==> config.mk <==
export PLATFORM = sky130hd
export DESIGN_NAME = lane_rotate_seq
export DESIGN_NICKNAME = d
export VERILOG_FILES = /design/src/rtl/lane_rotate_seq.sv
export SDC_FILE = /design/constraint.sdc
export NUM_CORES = 1
export LEC_CHECK = 0
export CAP_MARGIN = 20
export CORE_MARGIN = 2
export CORE_UTILIZATION = 45
export DETAILED_ROUTE_END_ITERATION = 16
export GPL_TIMING_DRIVEN = 0
export PLACE_DENSITY = 0.67
export SLEW_MARGIN = 0
export SYNTH_ARGS = -nofsm -noshare
export SYNTH_HDL_FRONTEND = slang
export SYNTH_SLANG_ARGS = --single-unit
==> constraint.sdc <==
create_clock -name clk -period 4.26 [get_ports clk]
set_clock_uncertainty 0.05 [all_clocks]
set_input_delay 0.639 -clock clk [delete_from_list [all_inputs] [get_ports clk]]
set_output_delay 0.639 -clock clk [all_outputs]
set_load 0.02 [all_outputs]
==> src/rtl/lane_rotate_seq.sv <==
// Lane sequencer/rotator: walks lane indices 0..NUM_LANES-1 through an external
// offset decoder and emits each lane rotated left by the returned offset.
module lane_rotate_seq #(
   parameter int LANE_W    = 64,
   parameter int NUM_LANES = 25,
   parameter int IDX_W     = 5,
   parameter int SH_W      = 6
) (
   input  logic              clk,
   input  logic              rst,
   input  logic              start,
   input  logic              in_valid,
   output logic              in_ready,
   input  logic [LANE_W-1:0] in_lane,
   output logic [IDX_W-1:0]  idx_out,
   input  logic [SH_W-1:0]   shift_in,
   output logic              out_valid,
   input  logic              out_ready,
   output logic [LANE_W-1:0] out_lane,
   output logic [IDX_W-1:0]  out_idx,
   output logic              busy,
   output logic              done
);

   typedef enum logic [1:0] {IDLE, RUN, FLUSH, DONE} state_t;

   state_t             state, state_nxt;
   logic [IDX_W-1:0]   cnt;
   logic               in_xfer, out_xfer, last_lane;
   logic [LANE_W-1:0]  rot;

   assign in_ready  = (state == RUN) && (!out_valid || out_ready);
   assign in_xfer   = in_valid && in_ready;
   assign out_xfer  = out_valid && out_ready;
   assign last_lane = (cnt == IDX_W'(NUM_LANES - 1));
   assign idx_out   = cnt;
   assign busy      = (state == RUN) || (state == FLUSH);
   assign done      = (state == DONE);

   // A right shift by LANE_W yields zero, so shift_in=0 passes the lane through.
   assign rot = (in_lane << shift_in) |
                (in_lane >> ((SH_W+1)'(LANE_W) - (SH_W+1)'(shift_in)));

   always_comb begin
      state_nxt = state;
      case (state)
         IDLE:    if (start) state_nxt = RUN;
         RUN:     if (in_xfer && last_lane) state_nxt = FLUSH;
         FLUSH:   if (!out_valid || out_xfer) state_nxt = DONE;
         DONE:    state_nxt = IDLE;
         default: state_nxt = IDLE;
      endcase
   end

   always_ff @(posedge clk) begin
      if (rst) begin
         state     <= IDLE;
         cnt       <= '0;
         out_valid <= 1'b0;
         out_lane  <= '0;
         out_idx   <= '0;
      end else begin
         state <= state_nxt;

         // Counter parks on the last index through FLUSH/DONE and restarts from IDLE.
         if (state == IDLE || state_nxt == IDLE)
            cnt <= '0;
         else if (in_xfer && !last_lane)
            cnt <= cnt + IDX_W'(1);

         if (in_xfer) begin
            out_lane  <= rot;
            out_idx   <= cnt;
            out_valid <= 1'b1;
         end else if (out_xfer) begin
            out_valid <= 1'b0;
         end
      end
   end

endmodule

==> summary.md <==
| Metric | Value |
|---|---|
| Syn_nets | `1459` |
| Initial Util | `0.454` |
| Final std cells w/o fill | `1885` |
| Number of global-route vias before repair | `14129` |
| Met3 global-route usage | `0.231` |
| Startpoint Class | `primary input` |
| Hold slack | `0.406 ns` |
| Htree depth | `3` |
| Worst EP arrival | `4.37 ns` |
| 1st-iter DRT viols | `3068` |
| Largest net degree at the start of global routing | `20` |
| Post-Syn Instances | `1377` |
| Drt wl/cell | `39.9 um` |
| Worst vdd ir | `0.186 mV` |
| Die H | `168 um` |
| GR Util met1 | `0.634` |
| GR Util All Layers | `0.525` |
| Slew Limit Headroom | `0.176` |
| Post-synthesis instance area | `approximately 12000 um2` |
| Syn avg cell area | `8.79 um2` |
| MaxCap Viol Count | `0` |
| Outcome | `finished clean` |
| Total grt overflow | `0` |
| Power Density | `278 nW/um2` |
| Final worst path period share | `0.990` |
| I/O pin count | `153` |
| Rows | `60` |
| Layout cell share with drive strength beyond 1 | `0.233` |
| CP endpoint kind | `flip-flop` |
| Synth unique cells | `84` |
| Worst skew pair latency | `roughly 0.35 ns` |
| Crit path max fanout | `10` |
| Final HPWL DP | `58700 um` |
| Post-synth top area share | `0.249` |
| Post-DR vias/cell | `7.92` |
| RSZ-0062 raised after global routing | `false` |
| Largest area contributor in the netlist | `mux4_2` |
| CTS root buf | `clkbuf_16` |
| Pre-Repair DR Iteration Count | `6` |
| Cell types occupying the most area after synthesis | `mux4_2 (25%), dfxtp_1 (13%), mux2i_1 (9.7%)` |
| CTS tree | `built` |
| Worst Hold Class | `flip-flop to flip-flop` |
| Tmin final | `4.22 ns` |
| Clock-pin slew on the worst setup and hold paths | `0.07 ns` |
| FFs w/ async S/R, synth | `0` |
| Initial antenna violation count | `2` |
| P&R area growth vs syn | `21.3%` |
| Residual DRC | `0` |
| Most Used Layer, Global Route | `met2` |
| FMAX | `around 240 MHz` |
| Final hold vios | `0` |
| Chip Width | `around 170 um` |
| Post-synth EDFFs | `0` |
| Final Wtd Congestion | `roughly 1.2` |
| RR Startpoint | `state[1]$_SDFF_PP0_` |
| Die Footprint | `around 28000 um2` |
| Pins over their slew limit | `0` |
| Flip-flop and latch count after synthesis | `77` |
| Final WL | `75300 um` |
| Pleak | `~5 nW` |
| Syn. warnings | `0` |
| Max clock buf depth | `2` |
| Sequential fraction of the synthesis area | `0.127` |
| Final setup fails | `0` |
| Vias | `between 10000 and 15000` |
| Final net count | `1620` |
| Grt met2 use | `0.741` |
| Clock Sinks | `77` |
| Synth Flop Type | `dfxtp_1` |
| Util after Layout | `0.551` |
| Crit. Startpoint | `shift_in[2]` |
| Most frequent cell after synthesis | `nor2_1` |
| Critical path required time | `4.41 ns` |
| Number of cells after detailed placement | `1868` |
| WS Path Type | `primary input to flip-flop` |
| Synth top cells by count | `nor2_1 (207), mux4_2 (134), mux2i_1 (117)` |
| Hold Buf Count CTS | `0` |
| Hold path start | `out_idx[2]$_SDFFE_PP0P_` |
| First-pass GRT wire length | `106000 um` |
| Worst slew pin tran | `around 1.2 ns` |
| Core box area | `26700 um2` |
| Number of buffers created by CTS | `9` |
| PortBufs | `150` |
| Antenna-violating nets left | `0` |
## final timing paths
path         slack [ns]                   endpoint  depth (start not counted)
max                0.04  out_lane[56]$_SDFFE_PP0P_                         10
min                0.41    out_idx[2]$_SDFFE_PP0P_                          2
max reg2reg        0.46  out_lane[30]$_SDFFE_PP0P_                          9
min reg2reg        0.41    out_idx[2]$_SDFFE_PP0P_                          2
## cells by family (layout without fill, tap and decap cells)
family	after synthesis	count (layout)	share of synthesized area
muxes	341	341	0.430
DFF	77	77	0.127
other	0	1	0
xor gates and xnor gates	7	7	0.00631
adders and majority gates	7	7	0.00724
AOI/OAI and AO/OA	327	327	0.194
and+or+nand+nor	461	461	0.167
buffers and inverters	157	323	0.0678
## power breakdown
| group | leakage (nW) | internal [W] | switching [W] |
|---|---|---|---|
| Combinational | 4.37 | 0.000885 | 0.00161 |
| Clock | 0.134 | 0.000404 | 0.000375 |
| Sequential | 0.629 | 0.000771 | 0.0000350 |
| Total | 5.13 | 0.00206 | 0.00202 |
## critical path, cell delays in order
cell and delay (ns):
clkdlybuf4s50_1 0.76, buf_4 0.32, buf_2 0.28, buf_2 0.32, mux4_2 0.43, mux2_2 0.33, mux2i_2 0.37, nor2_1 0.14
a2111oi_4 0.63, a211oi_1 0.15
## area by class of cell
cell class | instances | area [um2]
fillers | 2523 | 12000
multi-input cells | 1143 | 10000
flip-flops and latches | 77 | 1540
repair buffers | 151 | 1510
plain buffers | 134 | 788
well taps | 341 | 427
clock buffers | 9 | 225
inverters | 22 | 87.6
clock inverters | 7 | 57.6
diodes | 1 | 2.50
## through the flow
stage / worst slack [ns] / area (um2) / power [W] / TNS, ns
after global routing: 0.00314 / 14700 / 0.00409 / 0
after global placement: -1.99 / 14000 / 0.00306 / -96.41
after detailed placement: -1.98 / 14000 / 0.00305 / -97.44
after floorplan: 0.189 / 12100 / 0.00210 / 0
after CTS: 0.00870 / 14600 / 0.00385 / 0
final: 0.0436 / 14700 / 0.00408 / 0
## cell usage in the layout, fill, tap and decap left out, drive strengths merged, types with 6 or more instances in the layout
master and instances:
mux2i 118, nor3 45, o221ai 14, nand3 36
a221oi 9, nand2 111, o21ai 55, mux2 89
o22a 9, clkbuf 69, o211ai 11, a31oi 7
o32ai 8, mux4 134, o21bai 7, a2111oi 11
a21oi 53, nand4 7, a211oi 37, nor2 208
a22oi 9, or3 6, o221a 6, or2 7
a311oi 19, inv 24, clkdlybuf4s50 149, nand2b 9
o311ai 9, o31ai 8, nor4 8, buf 75
ha 7, dfxtp 77, o22ai 19
## registers in the layout (all words and copies together), names as in the netlist
register,cells
state,2
out_idx,5
idx_out,5
out_lane,64
out_valid,1
## timing repair
action,CTS,global route
setup endpoints to repair,64,52
pin swaps,2,3
buffers inserted,0,1
resized for setup,57,27
## metal layers
metal  vias up  routed length [um]
li1       5733                   -
met1      6993               25500
met2      1745               29500
met3       458               12700
met4         0                7560
met5         -                   0
No activity file was read; power rests on OpenSTA's default activity.
